<file path="src/rtl/gaussian_result_pkg.sv">
// Shared types, constants and the saturating adder used by gaussian_result_serializer.
package gaussian_result_pkg;

  typedef enum logic {
    COLLECT = 1'b0,
    EMIT    = 1'b1
  } state_e;

  localparam int NUM_CH   = 5;
  localparam int X_CH_DEF = 1;
  localparam int Y_CH_DEF = 2;

  // Operands are sign-extended width-bit values, so the 64-bit sum is exact before clamping.
  function automatic logic signed [63:0] sat_add(input logic signed [63:0] a,
                                                 input logic signed [63:0] b,
                                                 input int                 width);
    logic signed [63:0] sum;
    logic signed [63:0] max_v;
    logic signed [63:0] min_v;
    sum   = a + b;
    max_v = (64'sd1 <<< (width - 1)) - 64'sd1;
    min_v = -(64'sd1 <<< (width - 1));
    if (sum > max_v) begin
      return max_v;
    end
    if (sum < min_v) begin
      return min_v;
    end
    return sum;
  endfunction

endpackage

</file>
<file path="src/rtl/gaussian_result_hold.sv">
// One-word holding register for a single CNN output channel, with ready generation
// and a saturating offset applied on capture.
module gaussian_result_hold
  import gaussian_result_pkg::*;
#(
  parameter int W      = 16,
  parameter int OFFSET = 0
) (
  input  logic         clk,
  input  logic         rst,
  input  logic         accept_en,
  input  logic         clear,
  input  logic [W-1:0] in_tdata,
  input  logic         in_tvalid,
  output logic         in_tready,
  output logic [W-1:0] word,
  output logic         full,
  output logic         full_next
);

  logic [W-1:0] word_q;
  logic [W-1:0] word_d;
  logic         full_q;
  logic         full_d;
  logic [W-1:0] adj;
  logic         take;

  if (OFFSET != 0) begin : g_add
    assign adj = W'(sat_add(64'(signed'(in_tdata)), 64'(OFFSET), W));
  end else begin : g_pass
    assign adj = in_tdata;
  end

  // NOTE: every output gets a default first, so no path leaves one unassigned and no latch is inferred.
  always_comb begin
    in_tready = accept_en & ~full_q;
    take      = in_tready & in_tvalid;
    word_d    = word_q;
    full_d    = full_q;
    if (take) begin
      word_d = adj;
      full_d = 1'b1;
    end
    if (clear) begin
      full_d = 1'b0;
    end
  end

  // NOTE: sequential state uses <= so every flop samples pre-edge values regardless of block order.
  always_ff @(posedge clk) begin
    if (rst) begin
      full_q <= 1'b0;
    end else begin
      full_q <= full_d;
    end
  end

  // NOTE: the data register is deliberately not reset; full_q alone says whether it holds a word.
  always_ff @(posedge clk) begin
    word_q <= word_d;
  end

  assign word      = word_q;
  assign full      = full_q;
  assign full_next = full_d;

endmodule

</file>
<file path="src/rtl/gaussian_result_serializer.sv">
// Gathers one word from each of the five CNN output streams, shifts the centre
// coordinates to full-image space, and emits them as one 5-word packet with TLAST.
module gaussian_result_serializer
  import gaussian_result_pkg::*;
#(
  parameter int PIXEL_BIT_WIDTH = 16,
  parameter int Y_1             = 10,
  parameter int X_1             = 10,
  parameter int X_CH            = X_CH_DEF,
  parameter int Y_CH            = Y_CH_DEF
) (
  input  logic                       ap_clk,
  input  logic                       ap_rst,
  input  logic [PIXEL_BIT_WIDTH-1:0] cnn_output_0_TDATA,
  input  logic                       cnn_output_0_TVALID,
  output logic                       cnn_output_0_TREADY,
  input  logic [PIXEL_BIT_WIDTH-1:0] cnn_output_1_TDATA,
  input  logic                       cnn_output_1_TVALID,
  output logic                       cnn_output_1_TREADY,
  input  logic [PIXEL_BIT_WIDTH-1:0] cnn_output_2_TDATA,
  input  logic                       cnn_output_2_TVALID,
  output logic                       cnn_output_2_TREADY,
  input  logic [PIXEL_BIT_WIDTH-1:0] cnn_output_3_TDATA,
  input  logic                       cnn_output_3_TVALID,
  output logic                       cnn_output_3_TREADY,
  input  logic [PIXEL_BIT_WIDTH-1:0] cnn_output_4_TDATA,
  input  logic                       cnn_output_4_TVALID,
  output logic                       cnn_output_4_TREADY,
  output logic [PIXEL_BIT_WIDTH-1:0] result_TDATA,
  output logic                       result_TVALID,
  input  logic                       result_TREADY,
  output logic                       result_TLAST,
  output logic [31:0]                packet_count,
  output logic                       busy
);

  localparam int                 IDX_W    = $clog2(NUM_CH);
  localparam logic [IDX_W-1:0]   LAST_IDX = IDX_W'(NUM_CH - 1);

  logic [PIXEL_BIT_WIDTH-1:0] ch_tdata [NUM_CH];
  logic [PIXEL_BIT_WIDTH-1:0] word     [NUM_CH];
  logic [NUM_CH-1:0]          ch_tvalid;
  logic [NUM_CH-1:0]          ch_tready;
  logic [NUM_CH-1:0]          full;
  logic [NUM_CH-1:0]          full_next;

  state_e             state_q, state_d;
  logic [IDX_W-1:0]   out_idx_q, out_idx_d;
  logic [31:0]        packet_count_q, packet_count_d;
  logic               armed_q, armed_d;
  logic               accept_en;
  logic               clear;
  logic               is_last;

  assign ch_tdata[0] = cnn_output_0_TDATA;
  assign ch_tdata[1] = cnn_output_1_TDATA;
  assign ch_tdata[2] = cnn_output_2_TDATA;
  assign ch_tdata[3] = cnn_output_3_TDATA;
  assign ch_tdata[4] = cnn_output_4_TDATA;
  assign ch_tvalid   = {cnn_output_4_TVALID, cnn_output_3_TVALID, cnn_output_2_TVALID,
                        cnn_output_1_TVALID, cnn_output_0_TVALID};

  assign cnn_output_0_TREADY = ch_tready[0];
  assign cnn_output_1_TREADY = ch_tready[1];
  assign cnn_output_2_TREADY = ch_tready[2];
  assign cnn_output_3_TREADY = ch_tready[3];
  assign cnn_output_4_TREADY = ch_tready[4];

  for (genvar k = 0; k < NUM_CH; k++) begin : g_ch
    gaussian_result_hold #(
      .W      (PIXEL_BIT_WIDTH),
      .OFFSET ((k == X_CH) ? X_1 : ((k == Y_CH) ? Y_1 : 0))
    ) u_hold (
      .clk       (ap_clk),
      .rst       (ap_rst),
      .accept_en (accept_en),
      .clear     (clear),
      .in_tdata  (ch_tdata[k]),
      .in_tvalid (ch_tvalid[k]),
      .in_tready (ch_tready[k]),
      .word      (word[k]),
      .full      (full[k]),
      .full_next (full_next[k])
    );
  end

  assign is_last = (out_idx_q == LAST_IDX);
  // Inputs stay blocked for the first cycle after reset, then open permanently.
  assign armed_d = 1'b1;

  always_comb begin
    state_d        = state_q;
    out_idx_d      = out_idx_q;
    packet_count_d = packet_count_q;
    accept_en      = 1'b0;
    clear          = 1'b0;
    result_TVALID  = 1'b0;
    result_TLAST   = 1'b0;
    result_TDATA   = '0;
    unique case (state_q)
      COLLECT: begin
        accept_en = armed_q;
        if (&full_next) begin
          state_d = EMIT;
        end
      end
      EMIT: begin
        result_TVALID = 1'b1;
        result_TDATA  = word[out_idx_q];
        result_TLAST  = is_last;
        if (result_TREADY) begin
          if (is_last) begin
            out_idx_d      = '0;
            clear          = 1'b1;
            packet_count_d = packet_count_q + 32'd1;
            state_d        = COLLECT;
          end else begin
            out_idx_d = out_idx_q + 1'b1;
          end
        end
      end
    endcase
  end

  always_ff @(posedge ap_clk) begin
    if (ap_rst) begin
      state_q        <= COLLECT;
      out_idx_q      <= '0;
      packet_count_q <= '0;
      armed_q        <= 1'b0;
    end else begin
      state_q        <= state_d;
      out_idx_q      <= out_idx_d;
      packet_count_q <= packet_count_d;
      armed_q        <= armed_d;
    end
  end

  assign packet_count = packet_count_q;
  assign busy         = (state_q == EMIT) | (|full);

endmodule

</file>
<file path="config.mk">
export PLATFORM = sky130hd
export DESIGN_NAME = gaussian_result_serializer
export DESIGN_NICKNAME = d
export VERILOG_FILES = /design/src/rtl/gaussian_result_pkg.sv /design/src/rtl/gaussian_result_hold.sv /design/src/rtl/gaussian_result_serializer.sv
export SDC_FILE = /design/constraint.sdc
export NUM_CORES = 1
export LEC_CHECK = 0
export CELL_PAD_IN_SITES_DETAIL_PLACEMENT = 1
export CELL_PAD_IN_SITES_GLOBAL_PLACEMENT = 1
export CORE_MARGIN = 5
export CORE_UTILIZATION = 39
export DETAILED_ROUTE_END_ITERATION = 7
export HOLD_SLACK_MARGIN = 0.12
export PLACE_DENSITY = 0.91
export SYNTH_ARGS = -nofsm -noshare
export SYNTH_HDL_FRONTEND = slang
export SYNTH_SLANG_ARGS = --single-unit
</file>
<file path="constraint.sdc">
create_clock -name ap_clk -period 3.33 [get_ports ap_clk]
set_input_delay 0.666 -clock ap_clk [delete_from_list [all_inputs] [get_ports ap_clk]]
set_output_delay 0.666 -clock ap_clk [all_outputs]
set_load 0.01 [all_outputs]
</file>
==> flow_summary.toml <==
[timing]
period_share_pct = 92.2
rsz0062_at_grt = "no"
fin_crit_ns = 3.07
hold_viol = 0
skew_ns = 0.00636
finalSetupTns_ns = 0
drv_slew = 0
tightest_slew_ns = 0.921
slew_headroom_pct = 38.6
finalSetupViolCount = 0
final.setup.worst_slack_ns = 0.259
hold-worst-slack_ns = 0.499
fmax_ghz = 0.326

[global_route]
track_usage_pct = 21.6
grt_pass1_wl_um = 30100
grt_overflow_total = 0
busiest_layer = "met2"
met1_usage_pct = 25.3
antenna_found_initial = 0
use_met3_pct = 4.54
grt_max_degree = 35
grt_pass1_vias = 5489
met2_usage_pct = 39.2

[place]
io_buffers = 143
placedCellCount = 867
hpwl_um = 14400
placed_cell_area_mm2 = 0.00772
gp_congestion = 0.876
pre_cts_ws_ns = 0.252

[logic_synthesis]
synthTopCellsByCount = "edfxtp_1 (80), nor2_1 (45), dfxtp_1 (42), nand2_1 (37), o21ai_0 (32)"
syn_inst = 547
ys_types = 50
syn_area_mm2 = 0.00604
syn_area_per_cell_um2 = 11.0
yosys.area_share.simple_pct = 19.6
yosysSeqAreaShare_pct = 53.7
async_flop_share_pct = 0
synth_top_area_cell = "edfxtp_1"
synth_edf_count = 80
synth-seq-cells = 122
synth_most_common_cell = "edfxtp_1"
synth_mux_area_share_pct = 6.13
synth_warnings = 0
syn_nets = 642
synth_compound_area_share_pct = 10.1
synth_xor_area_share_pct = 6.09
netlist.area_leader.share_pct = 39.8
synth_adder_area_share_pct = 1.45
ys_top_cells_by_area = "edfxtp_1 (40%), dfxtp_1 (14%), mux4_2 (6.0%), xnor2_1 (4.2%), nor2_1 (2.8%)"
synth_top_family_by_area = "simple AND/OR/NAND/NOR gates"
synth_ff_type = "edfxtp_1"

[floorplan]
dieArea_mm2 = 0.0181
ioPinCount = 144
initial_core_util_pct = 39.7
fp.dieW_um = 134
core_area_mm2 = 0.0152
row_count = 45
die_h_um = 134

[pwr]
peakVddDrop_v = 0.000359
total_power_mw = 3.67
leakage_nw = 2.78
power_density_mw_per_mm2 = 446

[min_path]
holdPathEnd = "packet_count[1]"
holdPathStages = 2
hp-start = "packet_count[1]"
hold_class = "flip-flop to flip-flop"

[outcome]
status = "finished, final reports clean"

[clock_network]
cts_buffer_depth = 2
htreeDepth = 4
cts_tree = "built"
numClockSinks = 122
ctsResizeCount = 0
numCtsBuffers = 17
clkTransAtPathRegs_ns = 0.05
root_buffer = "clkbuf_16"
post_cts_buffers = 0
cts_hold_buffers = 0
clock_latency_ns = 0.41

[run]
maxCapViolations = 0

[layout]
stdcell_area_mm2 = 0.00824
drive_gt1_share_pct = 8.73
final_util_pct = 54.2
fin_cells = 898
n_antenna_cell = 0
area_growth_pct = 36.4
finalNetCount = 793

[setup_path]
worstRegToRegCells = 5
crit_slowest_cell = "mux4_2"
critPathKind = "flip-flop to output port"
endpoint_kind = "output port"
reg2reg_slack_ns = 0.74
startpoint_type = "flip-flop"
cp_max_fo = 19
critPathMaxStageDelay_ns = 0.56
path_cells = "buf_4 -> mux4_2 -> a22oi_1 -> nor2b_1 -> clkdlybuf4s50_1"
worst_ep_arrival_time_ns = 2.41
r2r_end = "packet_count[25]"
rr_startpoint = "state_q"
crit_required_ns = 2.66

[routing]
post_drt_wl_per_cell_um = 21.2
wl_um = 19000
ant_nets = 0
drcViolationCount = 0
vias = 5135
via_per_inst = 5.72
dr.first_iter.drc_count = 321
first_pass_iters = 4
==> layout make-up <==
class / instances / area [um^2]
clock buffers: 22 / 444
clock inverters: 9 / 76.3
fillers: 1635 / 6960
inverters: 22 / 82.6
multi-input cells: 378 / 2620
flip-flops and latches: 122 / 3240
well taps: 188 / 235
repair buffers: 157 / 1540
==> where the power goes <==
part / leakage, nW / switching, mW / total [mW] / internal [mW]
logic: 1.45 / 0.168 / 0.333 / 0.165
clock network: 0.247 / 0.629 / 1.64 / 1.01
registers: 1.08 / 0.0220 / 1.70 / 1.68
==> cells in the final DEF (no fill, tap or decap), types with 2 or more instances in the layout <==
cell type	count
nor2b_1	20
clkdlybuf4s50_1	143
clkinv_1	2
o21a_1	2
nand2_1	37
xor2_1	13
dfxtp_1	42
nand3_1	15
inv_1	21
o21ai_0	32
o211ai_1	5
xnor2_1	29
a41oi_1	2
and2_1	7
mux4_2	16
or3_1	9
a22oi_1	17
nand4_1	18
a21boi_0	3
nand4b_1	3
buf_4	14
o211a_1	2
a2111oi_0	2
nand2b_1	3
nor2_1	45
and3_1	5
a21oi_1	26
clkbuf_1	5
clkbuf_16	17
clkinv_2	4
clkinvlp_4	3
a311oi_1	2
nor3_1	13
edfxtp_1	80
nor4_1	14
nand3b_1	2
ha_1	7
and3b_1	3
and4_1	12
==> critical path: cells and delay by family (launching register included) <==
family                 cells  cell delay [ns]
muxes                      1             0.56
and+or+nand+nor            1             0.11
buffers and inverters      2             0.83
DFF                        1             0.31
AOI/OAI and AO/OA          1             0.17
==> worst max-delay path by stage <==
| stage | depth (start not counted) | slack (ns) | endpoint | from |
|---|---|---|---|---|
| final | 5 | 0.26 | result_TDATA[10] | out_idx_q[0] |
| after global routing | 5 | 0.13 | result_TDATA[6] | out_idx_q[0] |
| after CTS | 5 | 0.22 | result_TDATA[10] | out_idx_q[0] |
| after detailed placement | 7 | 0.25 | g_ch[2].u_hold.word[2] | cnn_output_2_TDATA[1] |
| after global placement | 6 | 0.44 | g_ch[2].u_hold.word[1] | cnn_output_2_TDATA[1] |
| after floorplan | 9 | 0.87 | packet_count[26] | out_idx_q[1] |
==> flip-flops by register name, summed over array words and instances, names as in the netlist <==
name,flops
state_q,1
out_idx_q,3
g_ch.u_hold.word,80
packet_count,32
armed_q,1
g_ch.u_hold.full,5
==> layer usage <==
metal	wire [um]	part of all wire, %
met4	418	2.2
met5	0	0
met3	1040	5.5
met2	9980	52
met1	7580	40
==> kinds of logic after synthesis <==
| kind of cell | Yosys count |
|---|---|
| and+or+nand+nor | 214 |
| buffers and inverters | 47 |
| AOI/OAI and AO/OA | 98 |
| muxes | 17 |
| DFF | 122 |
| xor gates and xnor gates | 42 |
| adders and majority gates | 7 |
Power figures use the tool's default switching activity.
